<file path="src/rtl/zq_cal_pkg.sv">
// Shared types and defaults for the ZQ calibration sequencer.
// The state encoding, code width and power-on code are used by the controller and its interface.
package zq_cal_pkg;

    typedef enum logic [1:0] {
        IDLE   = 2'd0,
        SEARCH = 2'd1,
        DONE   = 2'd2
    } state_t;

    localparam int                    CODE_W_DEF     = 7;
    localparam logic [CODE_W_DEF-1:0] RESET_CODE_DEF = 7'd64;

endpackage

</file>
<file path="src/rtl/zq_cal_ctrl_if.sv">
// Bundle between the ZQ calibration controller and its CSR/PHY neighbours.
// The master side is the controller; the slave side is the CSR block and phy_backend.
interface zq_cal_ctrl_if
    import zq_cal_pkg::*;
#(
    parameter int CODE_W = CODE_W_DEF
);

    logic              start_i;
    logic              comparator_i;
    logic [CODE_W-1:0] zq_config_o;
    logic              zq_cal_en_o;
    logic              busy_o;
    logic              done_o;
    logic              valid_o;
    logic [CODE_W-1:0] result_o;

    modport master (
        input  start_i,
        input  comparator_i,
        output zq_config_o,
        output zq_cal_en_o,
        output busy_o,
        output done_o,
        output valid_o,
        output result_o
    );

    modport slave (
        output start_i,
        output comparator_i,
        input  zq_config_o,
        input  zq_cal_en_o,
        input  busy_o,
        input  done_o,
        input  valid_o,
        input  result_o
    );

endinterface

</file>
<file path="src/rtl/zq_cal_ctrl.sv">
// Successive-approximation ZQ calibration sequencer with optional periodic recalibration.
// Each code bit is tried for SETTLE_CYCLES+1 cycles and the comparator is sampled on the last one.
//
// state  | meaning
// IDLE   | code parked on last result (or RESET_CODE); waiting for start or timer expiry
// SEARCH | trial code driven, comparator enabled, settle then sample one bit
// DONE   | one-cycle result publish, done_o pulse
module zq_cal_ctrl
    import zq_cal_pkg::*;
#(
    parameter int                CODE_W        = CODE_W_DEF,
    parameter int                SETTLE_CYCLES = 4,
    parameter logic [CODE_W-1:0] RESET_CODE    = CODE_W'(RESET_CODE_DEF),
    parameter int                RECAL_PERIOD  = 0
) (
    input  logic          clk_i,
    input  logic          rst_ni,
    zq_cal_ctrl_if.master bus
);

    localparam int BIT_W = (CODE_W > 1) ? $clog2(CODE_W) : 1;
    localparam int CNT_W = $clog2(SETTLE_CYCLES + 1);
    localparam int TMR_W = (RECAL_PERIOD > 0) ? $clog2(RECAL_PERIOD + 1) : 1;

    localparam logic [CODE_W-1:0] ONE_CODE = CODE_W'(1);
    localparam logic [CODE_W-1:0] TOP_BIT  = ONE_CODE << (CODE_W - 1);

    state_t            r_state;
    logic [CODE_W-1:0] r_work;
    logic [BIT_W-1:0]  r_bit;
    logic [CNT_W-1:0]  r_cnt;
    logic [CODE_W-1:0] r_zq_config;
    logic              r_cal_en;
    logic              r_busy;
    logic              r_done;
    logic              r_valid;
    logic [CODE_W-1:0] r_result;

    logic [CODE_W-1:0] w_trial_mask;
    logic [CODE_W-1:0] w_next_mask;
    logic [CODE_W-1:0] w_work_next;
    logic              w_tmr_expired;
    logic              w_trigger;

    assign w_trial_mask = ONE_CODE << r_bit;
    assign w_next_mask  = ONE_CODE << (r_bit - BIT_W'(1));
    // Comparator low means the trial code is not above the target, so the bit is kept.
    assign w_work_next  = bus.comparator_i ? r_work : (r_work | w_trial_mask);
    assign w_trigger    = bus.start_i | w_tmr_expired;

    generate
        if (RECAL_PERIOD > 0) begin : g_recal
            logic [TMR_W-1:0] r_tmr;

            assign w_tmr_expired = (r_state == IDLE) && r_valid &&
                                   (r_tmr == TMR_W'(RECAL_PERIOD));

            // Runs only while parked on a valid result; any other state restarts it at zero.
            always_ff @(posedge clk_i) begin
                if (!rst_ni) begin
                    r_tmr <= '0;
                end else if ((r_state == IDLE) && r_valid) begin
                    if (!w_tmr_expired) begin
                        r_tmr <= r_tmr + TMR_W'(1);
                    end
                end else begin
                    r_tmr <= '0;
                end
            end
        end else begin : g_no_recal
            assign w_tmr_expired = 1'b0;
        end
    endgenerate

    always_ff @(posedge clk_i) begin
        if (!rst_ni) begin
            r_state     <= IDLE;
            r_work      <= '0;
            r_bit       <= '0;
            r_cnt       <= '0;
            r_zq_config <= RESET_CODE;
            r_cal_en    <= 1'b0;
            r_busy      <= 1'b0;
            r_done      <= 1'b0;
            r_valid     <= 1'b0;
            r_result    <= '0;
        end else begin
            r_done <= 1'b0;
            case (r_state)
                IDLE: begin
                    r_cal_en    <= 1'b0;
                    r_busy      <= 1'b0;
                    r_zq_config <= r_valid ? r_result : RESET_CODE;
                    if (w_trigger) begin
                        r_work      <= '0;
                        r_bit       <= BIT_W'(CODE_W - 1);
                        r_cnt       <= CNT_W'(SETTLE_CYCLES);
                        r_zq_config <= TOP_BIT;
                        r_cal_en    <= 1'b1;
                        r_busy      <= 1'b1;
                        r_state     <= SEARCH;
                    end
                end

                SEARCH: begin
                    if (r_cnt != '0) begin
                        r_cnt <= r_cnt - CNT_W'(1);
                    end else begin
                        r_work <= w_work_next;
                        if (r_bit != '0) begin
                            r_bit       <= r_bit - BIT_W'(1);
                            r_cnt       <= CNT_W'(SETTLE_CYCLES);
                            r_zq_config <= w_work_next | w_next_mask;
                        end else begin
                            r_zq_config <= w_work_next;
                            r_result    <= w_work_next;
                            r_valid     <= 1'b1;
                            r_done      <= 1'b1;
                            r_busy      <= 1'b0;
                            r_cal_en    <= 1'b0;
                            r_state     <= DONE;
                        end
                    end
                end

                DONE: begin
                    r_zq_config <= r_result;
                    r_state     <= IDLE;
                end

                default: begin
                    r_state <= IDLE;
                end
            endcase
        end
    end

    assign bus.zq_config_o = r_zq_config;
    assign bus.zq_cal_en_o = r_cal_en;
    assign bus.busy_o      = r_busy;
    assign bus.done_o      = r_done;
    assign bus.valid_o     = r_valid;
    assign bus.result_o    = r_result;

endmodule
</file>
<file path="src/flat_wrapper.sv">
// flat-port wrapper written by rule: the top's interface ports become plain ports
module zq_cal_ctrl_flat import zq_cal_pkg::*;
#(
    parameter int                CODE_W        = CODE_W_DEF,
    parameter int                SETTLE_CYCLES = 4,
    parameter logic [CODE_W-1:0] RESET_CODE    = CODE_W'(RESET_CODE_DEF),
    parameter int                RECAL_PERIOD  = 0
)
  (clk_i, rst_ni, bus_start_i, bus_comparator_i, bus_zq_config_o, bus_zq_cal_en_o, bus_busy_o, bus_done_o, bus_valid_o, bus_result_o);
  zq_cal_ctrl_if #(.CODE_W(CODE_W)) bus_i ();
  input  logic clk_i;
  input  logic rst_ni;
  input wire logic [$bits(bus_i.start_i)-1:0] bus_start_i;
  input wire logic [$bits(bus_i.comparator_i)-1:0] bus_comparator_i;
  output wire logic [$bits(bus_i.zq_config_o)-1:0] bus_zq_config_o;
  output wire logic [$bits(bus_i.zq_cal_en_o)-1:0] bus_zq_cal_en_o;
  output wire logic [$bits(bus_i.busy_o)-1:0] bus_busy_o;
  output wire logic [$bits(bus_i.done_o)-1:0] bus_done_o;
  output wire logic [$bits(bus_i.valid_o)-1:0] bus_valid_o;
  output wire logic [$bits(bus_i.result_o)-1:0] bus_result_o;
  assign bus_i.start_i = bus_start_i;
  assign bus_i.comparator_i = bus_comparator_i;
  assign bus_zq_config_o = bus_i.zq_config_o;
  assign bus_zq_cal_en_o = bus_i.zq_cal_en_o;
  assign bus_busy_o = bus_i.busy_o;
  assign bus_done_o = bus_i.done_o;
  assign bus_valid_o = bus_i.valid_o;
  assign bus_result_o = bus_i.result_o;
  zq_cal_ctrl #(.CODE_W(CODE_W), .SETTLE_CYCLES(SETTLE_CYCLES), .RESET_CODE(RESET_CODE), .RECAL_PERIOD(RECAL_PERIOD)) u_core (.clk_i(clk_i), .rst_ni(rst_ni), .bus(bus_i));
endmodule
</file>
<file path="config.mk">
export PLATFORM = sky130hd
export DESIGN_NAME = zq_cal_ctrl_flat
export DESIGN_NICKNAME = d
export VERILOG_FILES = /design/src/rtl/zq_cal_pkg.sv /design/src/rtl/zq_cal_ctrl_if.sv /design/src/rtl/zq_cal_ctrl.sv /design/src/flat_wrapper.sv
export SDC_FILE = /design/constraint.sdc
export NUM_CORES = 1
export LEC_CHECK = 0
export BUFFER_PORTS_ARGS = -buffer_cell sky130_fd_sc_hd__buf_4
export CORE_MARGIN = 4
export CORE_UTILIZATION = 30
export CTS_CLUSTER_DIAMETER = 100
export DETAILED_ROUTE_END_ITERATION = 12
export GPL_TIMING_DRIVEN = 0
export PLACE_DENSITY = 0.44
export SLEW_MARGIN = 20
export SYNTH_ARGS = -nofsm -noshare
export SYNTH_HDL_FRONTEND = slang
export SYNTH_SLANG_ARGS = --single-unit
export TNS_END_PERCENT = 20
</file>
<file path="constraint.sdc">
create_clock -name clk_i -period 4.9 [get_ports clk_i]
set_input_delay 0.49 -clock clk_i [delete_from_list [all_inputs] [get_ports clk_i]]
set_output_delay 0.49 -clock clk_i [all_outputs]
set_load 0.03 [all_outputs]
</file>
# Word-level counts from Yosys, hierarchy flattened
# Cells that the tools add are included.
# W data, S select, Z words.
# op_classes
addsub	2
n_eq_ne	7
shift	2
mux	26
bitwise	6
reduce_logical	13
# op_table
cell	n
$mux W7	7
$pmux W7 S3	1
$mux W3	6
$reduce_and A3 Y1	5
$or A7 B7 Y7	2
$pmux W7 S2	1
$shl A1 B3 Y7 const A	2
$pmux W3 S2	2
$reduce_bool A3 Y1	3
$mux W2	3
$ne A2 B2 Y1 const B	3
$sub A3 B1 Y3 const B	2
$mux W1	4
$not A1 Y1	4
$pmux W2 S2	1
$reduce_and A4 Y1	1
$ne A3 B1 Y1 const B	1
$reduce_or A3 Y1	1
$eq A2 B1 Y1 const B	1
$eq A2 B2 Y1 const B	1
$logic_not A2 Y1	1
$ne A2 B1 Y1 const B	1
$pmux W1 S2	1
$reduce_and A2 Y1	1
$reduce_bool A2 Y1	1
# totals
reg_bits	32
inputBits	4
output_inout_bits	18

# Logic depth before layout (Yosys ltp)
# Gate-level depths: netlist of run 1.
# depth
ltp_word	7
depth_mapped	8
mapped_depth_nobuf	6

# Worst setup path before layout of run 1
# No wires, ideal clock.
# synth_path
path_type	register to register
from	register u_core.r_bit[0]
to	register u_core.r_zq_config[6] (netlist: u_core.bus.zq_config_o[6])
setup_time_ns	0.093
t_arrival_ns	1.618
required_ns	4.807
slack_ns	3.189
stages_incl_launch_ff	8
path_buffers	1
period_less_slack_ns	1.711
path_cell_list	dfxtp_1 -> inv_1 -> ha_1 -> buf_2 -> or3b_2 -> a21oi_1 -> a211oi_1 -> o311ai_2
# synth_between
elab_chain_cells	7
word_cells_on_any_way	10
cone_classes	add/sub: 1; shift: 2; mux: 4; bitwise: 2; reduce/logical: 1
# synth_rtl
element	line_no	text
start, declared	zq_cal_ctrl.sv:30	logic [BIT_W-1:0] r_bit;
start signal, assigned	zq_cal_ctrl.sv:96	r_bit <= BIT_W'(CODE_W - 1);
start signal, assigned	zq_cal_ctrl.sv:111	r_bit <= r_bit - BIT_W'(1);
branches (longest 4 deep; another with $sub A3 B1 Y3)	n/a	
$mux W7 *	zq_cal_ctrl.sv:110	if (r_bit != '0) begin
$mux W7 *	zq_cal_ctrl.sv:106	if (r_cnt != '0) begin
$pmux W7 S3 *	zq_cal_ctrl.sv:89	case (r_state)
end signal, assigned	zq_cal_ctrl.sv:93	r_zq_config <= r_valid ? r_result : RESET_CODE;
end signal, assigned	zq_cal_ctrl.sv:113	r_zq_config <= w_work_next | w_next_mask;
end signal, assigned	zq_cal_ctrl.sv:115	r_zq_config <= w_work_next;
end, declared	zq_cal_ctrl.sv:32	logic [CODE_W-1:0] r_zq_config;
# Every way passes the cells marked *. The select of a mux whose other input is x is not followed.
# A chain may end at the register's enable or synchronous reset.

# Worst setup path in the final report of run 1
# layout_path
from	register u_core.r_bit[0]
to	register u_core.r_result[1] (netlist: u_core.bus.result_o[1])
# layout_between
elab_chain_cells	3
word_cells_on_any_way	6
cone_classes	shift: 1; mux: 1; bitwise: 2; reduce/logical: 2
# layout_rtl
element	line_no	text
$shl A1 B3 Y7 / $reduce_bool A3 Y1 (equally long branches)	zq_cal_ctrl.sv:45, zq_cal_ctrl.sv:110	
$or A7 B7 Y7 / $not A1 Y1 (equally long branches)	n/a	
$mux W7 / $reduce_and A3 Y1 (equally long branches)	n/a	
end signal, assigned	zq_cal_ctrl.sv:116	r_result <= w_work_next;
end, declared	zq_cal_ctrl.sv:37	logic [CODE_W-1:0] r_result;
# Several ways; a longest one is shown, not always the timed one.

==> results of run 1 <==
==> how the worst max path moves through the flow <==
| stage | end | from | slack, ns | depth (start not counted) |
|---|---|---|---|---|
| 6_report | u_core.bus.result_o[1] | u_core.r_bit[0] | 2.92 | 8 |
| 5_1_grt | u_core.bus.result_o[2] | u_core.r_bit[0] | 2.77 | 8 |
| 4_1_cts | u_core.bus.zq_config_o[4] | u_core.r_state[0] | 2.90 | 5 |
| 3_5_place_dp | u_core.bus.zq_config_o[4] | u_core.r_state[0] | 2.92 | 5 |
| 3_3_place_gp | u_core.bus.zq_config_o[4] | u_core.r_state[0] | 2.92 | 5 |
| 2_1_floorplan | u_core.bus.zq_config_o[6] | u_core.r_bit[0] | 3.19 | 7 |
==> through the flow <==
stage / area (um^2) / hold WS (ns)
global placement: 1950 / 0.447
CTS: 2060 / 0.467
floorplan: 1700 / 0.432
detailed placement: 1950 / 0.457
global route: 2060 / 0.490
finish: 2060 / 0.465
==> registers in the layout, indices dropped and copies added, names as in the netlist <==
signal and flops:
u_core.r_state 2, u_core.r_cnt 3, u_core.bus.valid_o 1, u_core.bus.result_o 7, u_core.r_bit 3, u_core.bus.zq_cal_en_o 1, u_core.r_work 7, u_core.bus.done_o 1
u_core.bus.zq_config_o 7
==> routing by layer <==
metal  GRT usage, %  vias to the layer above  share of wire (%)  wire, um
met2           21.8                       36                 43      1940
met4           4.01                        0                1.5        69
met5              0                        -                  0         0
met3           3.37                        7                5.9       262
li1               -                      752                  -         -
met1           18.0                      696                 49      2190
==> cell type report <==
type	count	area [um^2]
Buffer	12	66.3
Clock buffer	5	68.8
Clock inverter	3	42.5
Fill cell	548	3440
Inverter	7	26.3
Multi-Input combinational cell	144	970
Sequential cell	32	641
Tap cell	72	90.1
Timing Repair Buffer	21	158
==> critical path: stages, from the launching register on <==
cell      delay (ns)
dfxtp_1         0.35
inv_1           0.13
ha_1            0.33
and2b_1         0.27
and3_1          0.18
buf_2           0.18
buf_4           0.19
nor2_1          0.05
a211oi_1        0.22
==> report_power, final <==
group	leakage (uW)	internal, uW	switching [uW]
Sequential	0.000260	297	31.3
Clock	0.0000541	150	104
Combinational	0.000527	149	233
Total	0.000842	596	368
==> cell usage in the layout (no fill, tap or decap), drive strengths merged, types with 2 or more instances in the layout <==
master / instances
a211oi: 8
a21o: 7
a21oi: 19
a22oi: 4
a2bb2oi: 4
a31oi: 2
and3: 3
and3b: 2
buf: 29
clkbuf: 9
dfxtp: 32
ha: 11
inv: 7
mux2i: 4
nand2: 11
nand2b: 5
nand3: 4
nand3b: 2
nor2: 20
nor2b: 2
nor3: 3
o21a: 2
o21ai: 11
o31a: 2
or2: 2
==> kinds of logic after synthesis <==
logic type	count (synthesis)	share of synthesized area [%]
flops	32	37.6
buf+inv	19	5.44
compound gates	67	27.1
xor+xnor	1	0.514
mux	4	2.35
fa+ha+maj	11	8.08
simple gates	61	18.9
==> results.yml, run 1 <==
detailed_routing:
  drt.antenna.violating_nets: 0
  detail_route.iter0.violations: 77
  via_per_inst: 5.04
  wire_per_inst_um: 15.1
  num_vias: 1491
  drtPass1Iterations: 6
  drcViolationCount: 0
  wirelength_um: 4460
power_and_ir_drop:
  fin_total_pwr_uw: 964
  p_per_area_nw_per_um2: 467
  p_leak_uw: 0.000842
  ir_drop_v: 0.000128
timing:
  final.setup.tns_ns: 0
  tightest_slew_ns: 0.846
  skew_ns: 0.00803
  postLayoutSetupSlackWorst_ns: 2.92
  setup-violations-final: 0
  slew_headroom_pct: 43.0
  final_max_slew_viol_count: 0
  hold_viol: 0
  rsz0062_at_grt: "no"
  fmax_mhz: 506
  fin_crit_sh_pct: 40.3
  fin_crit_ns: 1.98
worst_setup_path:
  critical_path_arrival_ns: 2.18
  timing.rr.start: "u_core.r_bit[0]"
  worstSetupEndpointType: "register"
  critPathLaunchType: "register"
  r2r_setup_slack_ns: 2.92
  cp_data_required_time_ns: 5.10
  critPathKind: "reg -> reg"
  critPathMaxFanout: 10
  worstRegToRegCells: 8
  reg2reg_to: "u_core.bus.result_o[1]"
synthesis:
  synth.avg_cell_area_um2: 8.73
  async_flop_share_pct: 0
  ys_top_cells_by_count: "dfxtp_1 (32), nor2_1 (20), a21oi_1 (17), ha_1 (11), nand2_1 (11)"
  yosysTopAreaCell: "dfxtp_1"
  syn_inst: 195
  synth_edf_count: 0
  ys.flop_type: "dfxtp_1"
  syn_area_um2: 1700
  yosysUniqueCellTypes: 47
  syn-num-nets: 210
  synth-seq-area-share_pct: 37.6
  synth_top_area_share_pct: 37.6
  synth.area.top_cells: "dfxtp_1 (38%), ha_1 (8.1%), a21oi_1 (5.0%)"
  yosysWarnings: 0
  synth_seq_cells: 32
  yosysMostFrequentCell: "dfxtp_1"
clock_tree:
  clk_latency_ns: 0.29
  clockBufferDepth: 2
  postCtsSetupBuffers: 0
  cts_hold_buffers: 0
  clock_sinks: 32
  cts-root-buf: "clkbuf_8"
  path_clk_slew_ns: 0.07
  cts_tree: "done"
  cts_htree_levels: 2
  post_cts_resize_count: 0
  cts-buffers-inserted: 5
hold_path:
  hold_depth: 2
  hold_end: "u_core.r_work[2]"
  hold_class: "reg -> reg"
  holdCritStartpoint: "u_core.r_work[2]"
placed_design:
  io_buffers: 21
  dp.cells: 288
  place_congestion: 0.752
  place_worst_setup_slack_ns: 2.92
  dp.final_hpwl_um: 3330
finish:
  antenna_cells: 0
  syn2layout_area_growth_pct: 21.1
  final_layout_size_suffix_gt1_share_pct: 20.5
  utilization_pct: 37.4
  nNetsFinal: 238
  final_cells: 296
global_route:
  gr-total-overflow: 0
  first_global_vias: 1480
  grt_pass1_wl_um: 7570
  grt_max_degree: 12
  antenna_found_initial: 0
  track_usage_pct: 13.6
floorplanning:
  core_um2: 5510
  die_h_um: 83.3
  die_x_um: 83.3
  row_count: 27
  ios: 22
  die_area_um2: 6950
  initial_utilization_pct: 30.9
run_status:
  outcome: "finished, final reports clean"
run:
  cap_violations: 0
(Power assumes the default switching activity.)
==> inputs of run 2 (changes only) <==
==> constraint.sdc (replaced) <==
create_clock -name clk_i -period 1.9 [get_ports clk_i]
set_input_delay 0.19 -clock clk_i [delete_from_list [all_inputs] [get_ports clk_i]]
set_output_delay 0.19 -clock clk_i [all_outputs]
set_load 0.03 [all_outputs]
==> results.yml, run 2 (same netlist as run 1, synthesis figures left out) <==
worst_setup_path:
  worstRegToRegCells: 7
  cp_slowest_cell: "or3b_2"
  critical_path_buf_inv_count: 2
  path_cells: "inv_2 > ha_1 > buf_4 > or3b_2 > a21oi_2 > a211oi_1 > o311ai_2"
  critical_path_arrival_ns: 1.98
  reg2reg_to: "u_core.bus.zq_config_o[6]"
  critPathLaunchType: "register"
  critPathMaxFanout: 9
  timing.rr.start: "u_core.r_bit[0]"
  crit_family: "simple AND/OR/NAND/NOR gates"
  r2r_setup_slack_ns: 0.12
  worstSetupEndpointType: "register"
  critPathKind: "reg -> reg"
  cp_data_required_time_ns: 2.10
  worst_path_largest_cell_delay_ns: 0.48
clock_tree:
  clockBufferDepth: 2
  clock_sinks: 32
  cts_htree_levels: 2
  post_cts_resize_count: 3
  cts_tree: "done"
  path_clk_slew_ns: 0.07
  cts-buffers-inserted: 5
  postCtsSetupBuffers: 0
  clk_latency_ns: 0.28
  cts-root-buf: "clkbuf_8"
  cts_hold_buffers: 0
run_status:
  outcome: "finished, final reports clean"
hold_path:
  hold_end: "u_core.r_state[0]"
  hold_class: "in -> reg"
  hold_depth: 3
  holdCritStartpoint: "bus_start_i"
power_and_ir_drop:
  p_leak_uw: 0.000841
  ir_drop_v: 0.000332
  p_per_area_nw_per_um2: 1210
  fin_total_pwr_uw: 2520
timing:
  setup-violations-final: 0
  fin_crit_sh_pct: 93.5
  fmax_mhz: 563
  final_max_slew_viol_count: 0
  tightest_slew_ns: 0.590
  fin_crit_ns: 1.78
  postLayoutSetupSlackWorst_ns: 0.123
  slew_headroom_pct: 60.7
  skew_ns: 0.00641
  hold_viol: 0
  rsz0062_at_grt: "yes"
  whs_ns: 0.189
detailed_routing:
  drtPass1Iterations: 4
  via_per_inst: 5.07
  wirelength_um: 4500
  detail_route.iter0.violations: 73
  wire_per_inst_um: 15.2
  drt.antenna.violating_nets: 0
  num_vias: 1497
  drcViolationCount: 0
floorplanning:
  die_area_um2: 6950
  initial_utilization_pct: 30.9
  ios: 22
  die_x_um: 83.3
  row_count: 27
  core_um2: 5510
  die_h_um: 83.3
finish:
  layout_common_cells: "dfxtp_1 (29), buf_4 (24), nor2_1 (20)"
  nNetsFinal: 237
  final_layout_size_suffix_gt1_share_pct: 25.1
  mostFrequentLayoutCell: "dfxtp_1"
  antenna_cells: 0
  syn2layout_area_growth_pct: 22.6
  nFillCells: 546
  utilization_pct: 37.9
run:
  cap_violations: 0
global_route:
  gr-total-overflow: 0
  grt_pass1_wl_um: 7560
  antenna_found_initial: 0
  grt_max_degree: 12
  track_usage_pct: 13.6
  first_global_vias: 1476
placed_design:
  place_worst_setup_slack_ns: -0.0812
  place_congestion: 0.752
  dp.final_hpwl_um: 3330
  io_buffers: 21
## run 2: changes by cell type in the layout (fill, tap and decap cells not counted), sizes merged
cell,before,now
clkbuf,9,8
## run 2: worst max-delay path by stage
stage / slack (ns) / from / depth (start not counted) / end
after global routing: -0.01 / u_core.r_state[1] / 7 / u_core.r_cnt[0]
after detailed placement: -0.08 / u_core.r_state[0] / 5 / u_core.bus.zq_config_o[4]
after global placement: -0.08 / u_core.r_state[0] / 5 / u_core.bus.zq_config_o[4]
after floorplan: 0.19 / u_core.r_bit[0] / 7 / u_core.bus.zq_config_o[6]
final: 0.12 / u_core.r_bit[0] / 7 / u_core.bus.zq_config_o[6]
after CTS: 0.02 / u_core.r_bit[0] / 6 / u_core.r_cnt[0]
## run 2: layout make-up
class,count,area (um^2),area share [%]
Inverter,7,26.3,1.26
Multi-Input combinational cell,144,993,47.6
Tap cell,72,90.1,4.31
Buffer,11,65.1,3.12
Sequential cell,32,644,30.9
Timing Repair Buffer,21,158,7.55
Clock inverter,3,42.5,2.04
Clock buffer,5,68.8,3.30
## run 2: worst register-to-register path, cell delays in order (launching register included)
cell and delay (ns):
dfxtp_2 0.35, inv_2 0.11, ha_1 0.15, buf_4 0.15, or3b_2 0.48, a21oi_2 0.15
a211oi_1 0.07, o311ai_2 0.25
## run 2: metrics by stage
stage	TNS [ns]	instances	instance area [um^2]
floorplan	0	195	1700
global placement	-0.442	288	1950
detailed placement	-0.491	288	1950
CTS	0	296	2070
global route	-0.00967	295	2090
finish	0	295	2090
## run 2: layer usage
metal,track usage [%],wire (um),vias to the layer above
met5,0,0,-
met4,4.01,52,0
met3,3.37,215,6
met2,21.7,2020,29
met1,18.0,2210,710
li1,-,-,752
## run 2: power by group
group,leakage (uW),switching (uW),internal (uW),total (uW)
clock network,0.0000541,266,388,654
registers,0.000262,81.6,769,851
logic,0.000526,609,404,1010
total,0.000841,957,1560,2520
